===== config.mk =====
export PLATFORM = sky130hd
export DESIGN_NAME = uart_rx_frame_ctrl
export DESIGN_NICKNAME = d
export VERILOG_FILES = /design/src/rtl/uart_rx_frame_ctrl.sv
export SDC_FILE = /design/constraint.sdc
export NUM_CORES = 1
export LEC_CHECK = 0
export BUFFER_PORTS_ARGS = -buffer_cell sky130_fd_sc_hd__buf_2
export CORE_MARGIN = 1
export CORE_UTILIZATION = 53
export DETAILED_ROUTE_END_ITERATION = 10
export PLACE_DENSITY = 0.79
export RECOVER_POWER = 50
export SLEW_MARGIN = 20
export SYNTH_ARGS = -nofsm -noshare
export SYNTH_HDL_FRONTEND = slang
export SYNTH_SLANG_ARGS = --single-unit

===== constraint.sdc =====
create_clock -name clk -period 3 [get_ports clk]
set_clock_uncertainty 0.1 [all_clocks]
set_input_delay 0.6 -clock clk [delete_from_list [all_inputs] [get_ports clk]]
set_output_delay 0.6 -clock clk [all_outputs]
set_load 0.01 [all_outputs]

===== src/rtl/uart_rx_frame_ctrl.sv =====
`default_nettype none
// ============================================================================
// Module   : uart_rx_frame_ctrl
// Purpose  : Frames the UART byte stream (hdr, len, payload, cksum) into a
//            payload buffer offered to the host with a valid/ack handshake.
//            Optional inter-byte timeout enabled by UART_FRAME_TIMEOUT_EN.
// Revision : 1.0 - initial release
// ============================================================================
module uart_rx_frame_ctrl #(
    parameter logic [7:0] HDR_BYTE    = 8'hAA,
    parameter int         MAX_LEN     = 16,
    parameter int         TIMEOUT_CYC = 4096
) (
    input  logic       clk,
    input  logic       rst,
    input  logic [7:0] rx_data,
    input  logic       rx_rdsig,
    output logic       frm_valid,
    output logic [4:0] frm_len,
    input  logic       frm_ack,
    input  logic [3:0] frm_rd_addr,
    output logic [7:0] frm_rd_data,
    output logic       busy,
    output logic       err_len,
    output logic       err_cksum,
    output logic       err_timeout
);

    localparam logic [2:0] c_st_idle    = 3'd0;
    localparam logic [2:0] c_st_len     = 3'd1;
    localparam logic [2:0] c_st_payload = 3'd2;
    localparam logic [2:0] c_st_cksum   = 3'd3;
    localparam logic [2:0] c_st_hold    = 3'd4;

    localparam int         c_aw        = (MAX_LEN > 1) ? $clog2(MAX_LEN) : 1;
    localparam logic [7:0] c_max_len8  = 8'(MAX_LEN);
    localparam logic [4:0] c_depth     = 5'(MAX_LEN);

    generate
        if (MAX_LEN < 1 || MAX_LEN > 16 || TIMEOUT_CYC < 2 || TIMEOUT_CYC > 4096) begin : g_param_check
            $error("uart_rx_frame_ctrl: parameter out of range");
        end
    endgenerate

    logic       r_rdsig_prev;
    logic       r_byte_stb;
    logic [7:0] r_byte;
    logic [2:0] r_state;
    logic [4:0] r_len;
    logic [4:0] r_idx;
    logic [7:0] r_sum;
    logic       r_err_len;
    logic       r_err_cksum;
    logic       r_err_timeout;
    logic [7:0] r_rd_data;
    logic [7:0] r_buf [0:MAX_LEN-1];
    logic       w_timeout;

    // Previous level resets high so a level already asserted at reset release is not a byte.
    always_ff @(posedge clk or posedge rst) begin
        if (rst) begin
            r_rdsig_prev <= 1'b1;
            r_byte_stb   <= 1'b0;
            r_byte       <= 8'h00;
        end else begin
            r_rdsig_prev <= rx_rdsig;
            r_byte_stb   <= rx_rdsig & ~r_rdsig_prev;
            r_byte       <= rx_data;
        end
    end

`ifdef UART_FRAME_TIMEOUT_EN
    logic [11:0] r_to_cnt;
    logic        w_active;

    assign w_active  = (r_state == c_st_len) || (r_state == c_st_payload) ||
                       (r_state == c_st_cksum);
    // A byte landing on the terminal count wins over the timeout.
    assign w_timeout = w_active && !r_byte_stb && (r_to_cnt == 12'(TIMEOUT_CYC - 1));

    always_ff @(posedge clk or posedge rst) begin
        if (rst) begin
            r_to_cnt <= 12'd0;
        end else if (r_byte_stb || !w_active || w_timeout) begin
            r_to_cnt <= 12'd0;
        end else begin
            r_to_cnt <= r_to_cnt + 12'd1;
        end
    end
`else
    assign w_timeout = 1'b0;
`endif

    always_ff @(posedge clk or posedge rst) begin
        if (rst) begin
            r_state       <= c_st_idle;
            r_len         <= 5'd0;
            r_idx         <= 5'd0;
            r_sum         <= 8'h00;
            r_err_len     <= 1'b0;
            r_err_cksum   <= 1'b0;
            r_err_timeout <= 1'b0;
        end else begin
            r_err_len     <= 1'b0;
            r_err_cksum   <= 1'b0;
            r_err_timeout <= 1'b0;
            if (w_timeout) begin
                r_err_timeout <= 1'b1;
                r_state       <= c_st_idle;
            end else begin
                case (r_state)
                    c_st_idle: begin
                        if (r_byte_stb && (r_byte == HDR_BYTE)) begin
                            r_state <= c_st_len;
                        end
                    end
                    c_st_len: begin
                        if (r_byte_stb) begin
                            if ((r_byte == 8'h00) || (r_byte > c_max_len8)) begin
                                r_err_len <= 1'b1;
                                r_state   <= c_st_idle;
                            end else begin
                                r_len   <= r_byte[4:0];
                                r_sum   <= r_byte;
                                r_idx   <= 5'd0;
                                r_state <= c_st_payload;
                            end
                        end
                    end
                    c_st_payload: begin
                        if (r_byte_stb) begin
                            r_sum <= r_sum + r_byte;
                            r_idx <= r_idx + 5'd1;
                            if (r_idx == (r_len - 5'd1)) begin
                                r_state <= c_st_cksum;
                            end
                        end
                    end
                    c_st_cksum: begin
                        if (r_byte_stb) begin
                            if (r_byte == r_sum) begin
                                r_state <= c_st_hold;
                            end else begin
                                r_err_cksum <= 1'b1;
                                r_state     <= c_st_idle;
                            end
                        end
                    end
                    c_st_hold: begin
                        // Bytes arriving while a frame is held are dropped, even alongside an ack.
                        if (r_byte_stb) begin
                            r_err_len <= 1'b1;
                        end
                        if (frm_ack) begin
                            r_state <= c_st_idle;
                        end
                    end
                    default: r_state <= c_st_idle;
                endcase
            end
        end
    end

    always_ff @(posedge clk) begin
        if ((r_state == c_st_payload) && r_byte_stb) begin
            r_buf[r_idx[c_aw-1:0]] <= r_byte;
        end
    end

    always_ff @(posedge clk or posedge rst) begin
        if (rst) begin
            r_rd_data <= 8'h00;
        end else if ({1'b0, frm_rd_addr} < c_depth) begin
            r_rd_data <= r_buf[frm_rd_addr[c_aw-1:0]];
        end
    end

    assign frm_valid   = (r_state == c_st_hold);
    assign busy        = (r_state != c_st_idle);
    assign frm_len     = r_len;
    assign frm_rd_data = r_rd_data;
    assign err_len     = r_err_len;
    assign err_cksum   = r_err_cksum;
    assign err_timeout = r_err_timeout;

endmodule
`default_nettype wire


Word level (Yosys, flattened, before mapping). Memory sizes are Yosys's and may differ from the RTL's. A register that Yosys moved wholly into a read port is not among the register bits. Cells that the tools add are included.

Bits in registers: 33. Memory bits (writable): 128. Output and inout port bits: 18. Word-level logic and storage cells: 67. Memories: 1. Input bits: 16.

Memory list: r_buf (depth 16, width 8, rd ports 1, clocked after memory_dff 1, write ports 1, RTL line 56) `logic [7:0] r_buf [0:MAX_LEN-1];`.

Reductions and logical operators: 10. Add/sub/neg operators: 3. Bitwise logic cells: 3. Magnitude comparators: 1. Equal/unequal tests: 14. Multiplexer cells: 26.

Operators with widths (number): 8-bit two-way mux (3); 3-bit two-way mux (7); 8-bit case mux with 2 select lines (1); 5-bit two-way mux (3); 3-bit case mux with 5 select lines (1); 2-bit != test, second input constant (6); 5-bit case mux with 2 select lines (1); 8-bit adder (1); 8-bit == test (1); 8-bit == test, second input constant (1); 8-bit by 5-bit greater-than comparator with 1-bit output, second input constant (1); 8-bit zero test (1); 1-bit two-way mux (8); 3-bit by 2-bit == test with 1-bit output, second input constant (2); 6-bit AND reduction (1); 5-bit by 1-bit adder with 5-bit output, second input constant (1); 5-bit == test (1); 5-bit by 1-bit subtractor with 5-bit output, second input constant (1); 4-bit AND reduction (1); 3-bit by 1-bit == test with 1-bit output, second input constant (1); 3-bit == test, second input constant (1); 3-bit zero test (1); 3-bit AND reduction (1); 3-bit nonzero test (1); 8 further kinds (10).

Logic depth before layout (Yosys ltp). Gate-level depths: netlist of run 1.

Depth in word-level cells: 5. Depth in mapped cells: 9. Gate-level depth less buffers: 9.

Least setup slack after synthesis of run 1. Ideal clock, no wire load.

Path kind: register to register. Start point: register r_byte[0]. End point: register r_sum[6]. Clock period less this slack: 2.138 ns. Arrival: 1.972 ns. Data required time: 2.834 ns. Cell stages (with the launch flop): 10. Slack: 0.862 ns. Path through: dfrtp_1 -> ha_1 -> inv_1 -> fa_1 -> nor2b_1 -> o21ai_0 -> a21boi_0 -> mux2i_1 -> nor2_1 -> nand2_1.

Longest elaborated chain between the ends: 4. Elaborated cells between the ends (all ways): 8.

Ends and longest elaborated chain: from (decl) (RTL line 47) `logic [7:0] r_byte;`; from (signal assigned) (RTL line 68) `r_byte <= rx_data;`; 8-bit by 5-bit greater-than comparator with 1-bit output / 8-bit zero test (equally long branches) (RTL line 119) `if ((r_byte == 8'h00) || (r_byte > c_max_len8)) begin`; 1-bit logical OR (RTL line 119); 2-bit != test (no line); 4-bit AND reduction (no line); to (signal assigned) (RTL line 124) `r_sum <= r_byte;`; to (signal assigned) (RTL line 132) `r_sum <= r_sum + r_byte;`; to (decl) (RTL line 51) `logic [7:0] r_sum;`.

Parallel ways exist; a longest one is shown, timed or not. The select of a mux whose other input is x is not followed. A chain may end at the register's enable or synchronous reset.

Worst setup path in the final report of run 1.
Start point: register r_byte[0]. End point: register r_sum[4].

The elaborated chain is that of the path after synthesis.

==> results of run 1 <==
-- cells by family after synthesis --
group	share of synthesized area (%)
compound gates	3.033
xor+xnor	1.249
fa+ha+maj	2.426
buf+inv	2.247
flops	69.44
mux	15.20
other cells	0.05346
simple gates	6.350
-- final timing paths --
path                            from      endpoint  slack, ps  depth (start not counted)
max in group asynchronous        rst      r_idx[3]       1150                          2
min reg2reg                 r_sum[3]      r_sum[3]        400                          2
max                        r_byte[0]      r_sum[4]        480                          9
min                         rx_rdsig  r_rdsig_prev        180                          1
max reg2reg                r_byte[0]      r_sum[4]        480                          9
min in group asynchronous        rst     r_byte[3]        620                          2
-- cell usage after synthesis (4+ instances only) --
library cell,n
xnor2_1,7
o21ai_1,8
nand4_1,4
o21ai_0,7
edfxtp_1,128
nor2_1,19
ha_1,12
dfrtp_1,40
nand3_1,9
nand2_1,23
clkbuf_1,4
inv_1,12
nor3_1,10
nor2b_1,9
mux4_2,16
mux4_1,24
a21oi_1,10
-- cells in the final DEF, fill, tap and decap left out, types with 8 or more instances in the layout --
| cell | n |
|---|---|
| dfrtp_1 | 40 |
| edfxtp_1 | 128 |
| mux4_2 | 16 |
| a21oi_1 | 10 |
| nor2_1 | 19 |
| o21ai_1 | 8 |
| clkbuf_16 | 17 |
| nor3_1 | 10 |
| nand2_1 | 23 |
| buf_4 | 16 |
| nor2b_1 | 9 |
| nand3_1 | 9 |
| buf_2 | 32 |
| inv_1 | 12 |
| mux4_1 | 24 |
| ha_1 | 12 |
-- through the flow --
step,hold slack [ps],instances
finish,181.3,631
global route,157.2,631
CTS,163.3,631
detailed placement,391.5,599
global placement,370.7,599
floorplan,359.2,392
-- state kept, by name (all words and copies together), names as in the netlist --
signal        flops
frm_rd_data       8
r_idx             5
r_rdsig_prev      1
r_sum             8
r_byte            8
frm_len           5
r_state           3
err_len           1
r_buf           128
r_byte_stb        1
err_cksum         1
-- per-layer routing --
metal  track usage [%]  share of wire, %  up-vias
li1                  -                 -     1663
met1             28.26                40     1836
met2             37.48                53      122
met3             5.870               5.7       18
met4             7.511               1.4        0
met5                 0                 0        -
-- power groups by stage --
stage                     Sequential (W)  Clock (W)  Combinational, W
after global placement           0.00264          0          0.000218
after CTS                        0.00260    0.00208          0.000227
final                            0.00260    0.00204          0.000223
after detailed placement         0.00264          0          0.000226
after floorplan                  0.00263          0          0.000160
after global routing             0.00260    0.00217          0.000249
-- worst register-to-register path, cell delays in order (launching register included) --
cell	delay (ps)
dfrtp_1	730
ha_1	290
inv_1	70
fa_1	370
nor2b_1	150
o21ai_0	110
a21boi_0	290
nor3_1	80
a21oi_1	120
o21ai_1	80
-- cell type report --
class | instances | share of cell area (%)
inverter | 12 | 0.5651
tap | 172 | 2.700
timing repair buffer | 50 | 3.814
clock buffer | 18 | 5.384
multi-input combinational | 196 | 24.91
clock inverter | 14 | 1.523
sequential | 169 | 61.10
==> metrics.yaml, run 1 <==
placed_design:
  place_ws_ps: 482.6
  port_buffers: 32
  dpl.hpwl_um: 8634
  place_congestion: 0.8310
  placed_area_um2: 7425
worst_setup_path:
  critPathArrivalTime_ps: 2710
  crit_path_end_kind: "register"
  crit_required_ps: 3190
  crit_fanout: 21
  critPathLaunchType: "register"
  critPathBufInv: 1
  critPathTopFamily: "flip-flops"
  crit_slowest_cell: "dfrtp_1"
  slowest_delay_ps: 730
  path_cells: "ha_1 > inv_1 > fa_1 > nor2b_1 > o21ai_0 > a21boi_0 > nor3_1 > a21oi_1 > o21ai_1"
  crit_type: "register to register"
floorplan:
  die_h_um: 117.0
  ioPinCount: 34
  core-area_um2: 12770
  design.die.area_um2: 13700
  start_util_pct: 54.91
  rows: 41
  die_x_um: 117.0
synthesis:
  syn_area_um2: 7014
  synth-edff-count: 128
  postSynthAreaPerCell_um2: 17.89
  synth_top_area_cell: "edfxtp_1"
  netlist.area_leader.share_pct: 54.80
  yosysUniqueCellTypes: 50
  yosysWarnings: 0
  postSynthCellCount: 392
  synth.area.top_cells: "edfxtp_1, dfrtp_1, mux4_1"
  synth_top_flop_cell: "edfxtp_1"
  synth_seq_area_share_pct: 69.44
  ys_ff_latch: 169
  async_flop_share_pct: 24.26
  synth_fp_nets: 421
global_routing:
  grt_pass1_vias: 3719
  antenna_found_initial: 0
  grt_max_degree: 42
  grt_pass1_wl_um: 20960
  gr-usage-all-layers_pct: 22.23
  grt.overflow.total: 0
flow_run:
  max_cap_violations: 1
worst_hold_path:
  hold_path_class: "primary input to register"
power:
  power_w: 0.004857
  pwr-share-clk_pct: 42.0
  switching_share_pct: 21.66
  ir_drop_uv: 365.1
  switchingPower_w: 0.001052
  p_int_w: 0.003805
  power_density_nw_per_um2: 609.4
  seqPwrFrac_pct: 53.4
  p_leak_nw: 2.939
  power.share.combinational_pct: 4.6
route:
  drc: 0
  dr.first_iter.drc_count: 315
  wirelength_um: 13390
  firstDrtPassIters: 7
  vias: 3639
  viasPerCell: 5.767
  post_drt_wl_per_cell_um: 21.23
  ant_nets: 0
final_layout:
  final_nets: 475
  register_area_um2: 4871
  design_area_um2: 7971
  fillerInstances: 879
  n_antenna_cell: 0
  multi_input_area_um2: 1986
  final_util_pct: 62.41
  syn_to_final_growth_pct: 13.65
  drive_above_1_share_pct: 22.22
sta:
  setup_viol: 0
  setup-tns-final_ps: 0
  slew_viol_final: 42
  finalCritPeriodShare_pct: 84.05
  max_freq_ghz: 0.3966
  timing.slew.headroom_pct: -16.43
  hold_violations: 0
  setup_ws_ps: 478.6
  fin_crit_ps: 2521
  rsz0062_at_grt: "false"
  tightest_slew_ps: 1744
clocking:
  path_clk_slew_ps: 60
  cts_tree: "yes"
  clk_path_buf_depth: 2
  post-cts-setup-buffers: 0
  clock_sinks: 169
  cts_resized: 0
  cts_made_buffers: 17
  htree_levels: 4
  cts_hold_buf: 0
  clk_latency_ps: 420
  clock-root-buffer: "clkbuf_16"
status:
  violations: "capacitance limit, slew limit"
  outcome: "complete, but fails checks"
Power figures use the tool's default switching activity.
==> run 2, diff against run 1 <==
--- a/config.mk
+++ b/config.mk
@@ -9,7 +9,7 @@
 export CORE_MARGIN = 1
 export CORE_UTILIZATION = 53
 export DETAILED_ROUTE_END_ITERATION = 10
-export PLACE_DENSITY = 0.79
+export PLACE_DENSITY = 0.82
 export RECOVER_POWER = 50
 export SLEW_MARGIN = 20
 export SYNTH_ARGS = -nofsm -noshare
==> constraint.sdc (replaced) <==
create_clock -name clk -period 2.3 [get_ports clk]
set_clock_uncertainty 0.1 [all_clocks]
set_input_delay 0.46 -clock clk [delete_from_list [all_inputs] [get_ports clk]]
set_output_delay 0.46 -clock clk [all_outputs]
set_load 0.01 [all_outputs]
==> metrics.yaml, run 2 (synthesis results as in run 1) <==
sta:
  tightest_slew_ps: 1142  # -602.4 ps
  rsz0062_at_grt: "false"
  finalCritPeriodShare_pct: 89.82  # +5.8 points
  setup_viol: 0  # unchanged
  fin_crit_ps: 2066  # -455.6 ps
  setup-tns-final_ps: 0  # unchanged
  slew_viol_final: 0  # -100%
  hold_violations: 0  # unchanged
  max_freq_ghz: 0.4841  # +22%
  timing.slew.headroom_pct: 23.86  # +40 points
global_routing:
  grt_pass1_vias: 3928  # +5.6%
  grt_pass1_wl_um: 22050  # +5.2%
  gr-usage-all-layers_pct: 23.62  # +1.4 points
  antenna_found_initial: 0  # unchanged
  grt.overflow.total: 0  # unchanged
  grt_max_degree: 42  # unchanged
clocking:
  cts_tree: "yes"
  cts_hold_buf: 0  # unchanged
  htree_levels: 4  # unchanged
  post-cts-setup-buffers: 0  # unchanged
  cts_resized: 0  # unchanged
  clk_latency_ps: 420  # about the same
  path_clk_slew_ps: 60  # about the same
  clock-root-buffer: "clkbuf_16"
  clock_sinks: 169  # unchanged
  cts_made_buffers: 17  # unchanged
  clk_path_buf_depth: 2  # unchanged
final_layout:
  syn_to_final_growth_pct: 15.55
  largest_reg_flops: 128  # unchanged
  drive_above_1_share_pct: 23.04  # +0.82 points
  final_nets: 489  # +2.9%
  mostFrequentLayoutCell: "edfxtp_1"
  n_antenna_cell: 0  # unchanged
  layout_common_cells: "edfxtp_1, dfrtp_1, buf_2, mux4_1"
worst_setup_path:
  crit_fanout: 19  # -9.5%
  slowest_delay_ps: 620  # -110 ps
  crit_slowest_cell: "dfrtp_1"
  crit_required_ps: 2490  # -700 ps
  path_cells: "ha_1 > o21ai_0 > a32oi_1 > xnor2_1 > o211ai_1 > o31ai_1"
  critPathArrivalTime_ps: 2260  # -450 ps
  critPathTopFamily: "flip-flops"
  critPathLaunchType: "register"
  crit_path_end_kind: "register"
  critPathBufInv: 0  # -1
  crit_type: "register to register"
route:
  dr.first_iter.drc_count: 341  # +8.3%
  viasPerCell: 5.822  # +0.95%
  post_drt_wl_per_cell_um: 21.90  # +3.2%
  wirelength_um: 14130  # +5.5%
  ant_nets: 0  # unchanged
  drc: 0  # unchanged
  vias: 3755  # +3.2%
  firstDrtPassIters: 5  # -2
floorplan:
  die_x_um: 117.0  # unchanged
  core-area_um2: 12770  # unchanged
  ioPinCount: 34  # unchanged
  rows: 41  # unchanged
  start_util_pct: 54.91  # unchanged
  die_h_um: 117.0  # unchanged
  design.die.area_um2: 13700  # unchanged
power:
  power_w: 0.006446  # +33%
  pwr-share-clk_pct: 42.8  # +0.8 points
  p_int_w: 0.005076  # +33%
  p_leak_nw: 3.006  # +2.3%
  power.share.combinational_pct: 5.1  # +0.5 points
  switchingPower_w: 0.001370  # +30%
  power_density_nw_per_um2: 795.3  # +31%
  ir_drop_uv: 550.0  # +51%
  switching_share_pct: 21.25  # -0.41 points
  seqPwrFrac_pct: 52.1  # -1.3 points
status:
  outcome: "finished, final reports clean"
placed_design:
  place_congestion: 0.8289  # -0.25%
  port_buffers: 32  # unchanged
  dpl.hpwl_um: 8827  # +2.2%
flow_run:
  max_cap_violations: 0  # -1
worst_hold_path:
  hold_path_class: "primary input to register"
-- run 2: changes by cell type in the layout (fill, tap and decap cells not counted), sizes merged --
cell,change
bufinv,+1
buf,+9
clkbuf,+4
-- run 2: power by group through the flow --
stage / logic (W) / registers, W / clock network (W)
global route: 0.000365 / 0.00336 / 0.00292
finish: 0.000327 / 0.00336 / 0.00276
detailed placement: 0.000335 / 0.00342 / 0
global placement: 0.000319 / 0.00342 / 0
floorplan: 0.000209 / 0.00343 / 0
CTS: 0.000336 / 0.00336 / 0.00280
-- run 2: path summary, 6_finish.rpt --
path	start	endpoint	slack, ps	cells past startpoint
worst min register to register	r_rdsig_prev	r_byte_stb	380	1
max in group asynchronous	rst	r_idx[1]	1110	3
worst max register to register	r_byte[6]	r_sum[7]	230	6
min in group asynchronous	rst	r_byte[1]	300	3
worst min-delay path	rx_data[6]	r_byte[6]	40	1
worst max-delay path	r_byte[6]	r_sum[7]	230	6
-- run 2: layout make-up --
cell class	count	area, µm²
Clock buffer	17	425.4
Clock inverter	15	146.4
Fill cell	869	4668
Inverter	12	45.04
Multi-Input combinational cell	196	1986
Sequential cell	169	4871
Tap cell	172	215.2
Timing Repair Buffer	64	416.7
-- run 2: through the flow --
step	area [µm²]	hold WS [ps]	worst slack, ps	instances	utilization [%]
finish	8105	44.17	234.2	645	63.45
global route	8105	21.93	13.95	645	63.45
CTS	8127	27.68	148.1	645	63.62
detailed placement	7555	376.5	128.7	613	59.14
global placement	7555	369.8	207.9	613	59.14
floorplan	7014	359.2	161.8	392	-
-- run 2: routing by layer --
metal	vias up	part of all wire (%)	track usage, %
met3	18	6.3	6.334
met4	0	1.5	8.608
met5	-	0	0
met1	1905	39	28.42
met2	142	53	41.18
li1	1690	-	-
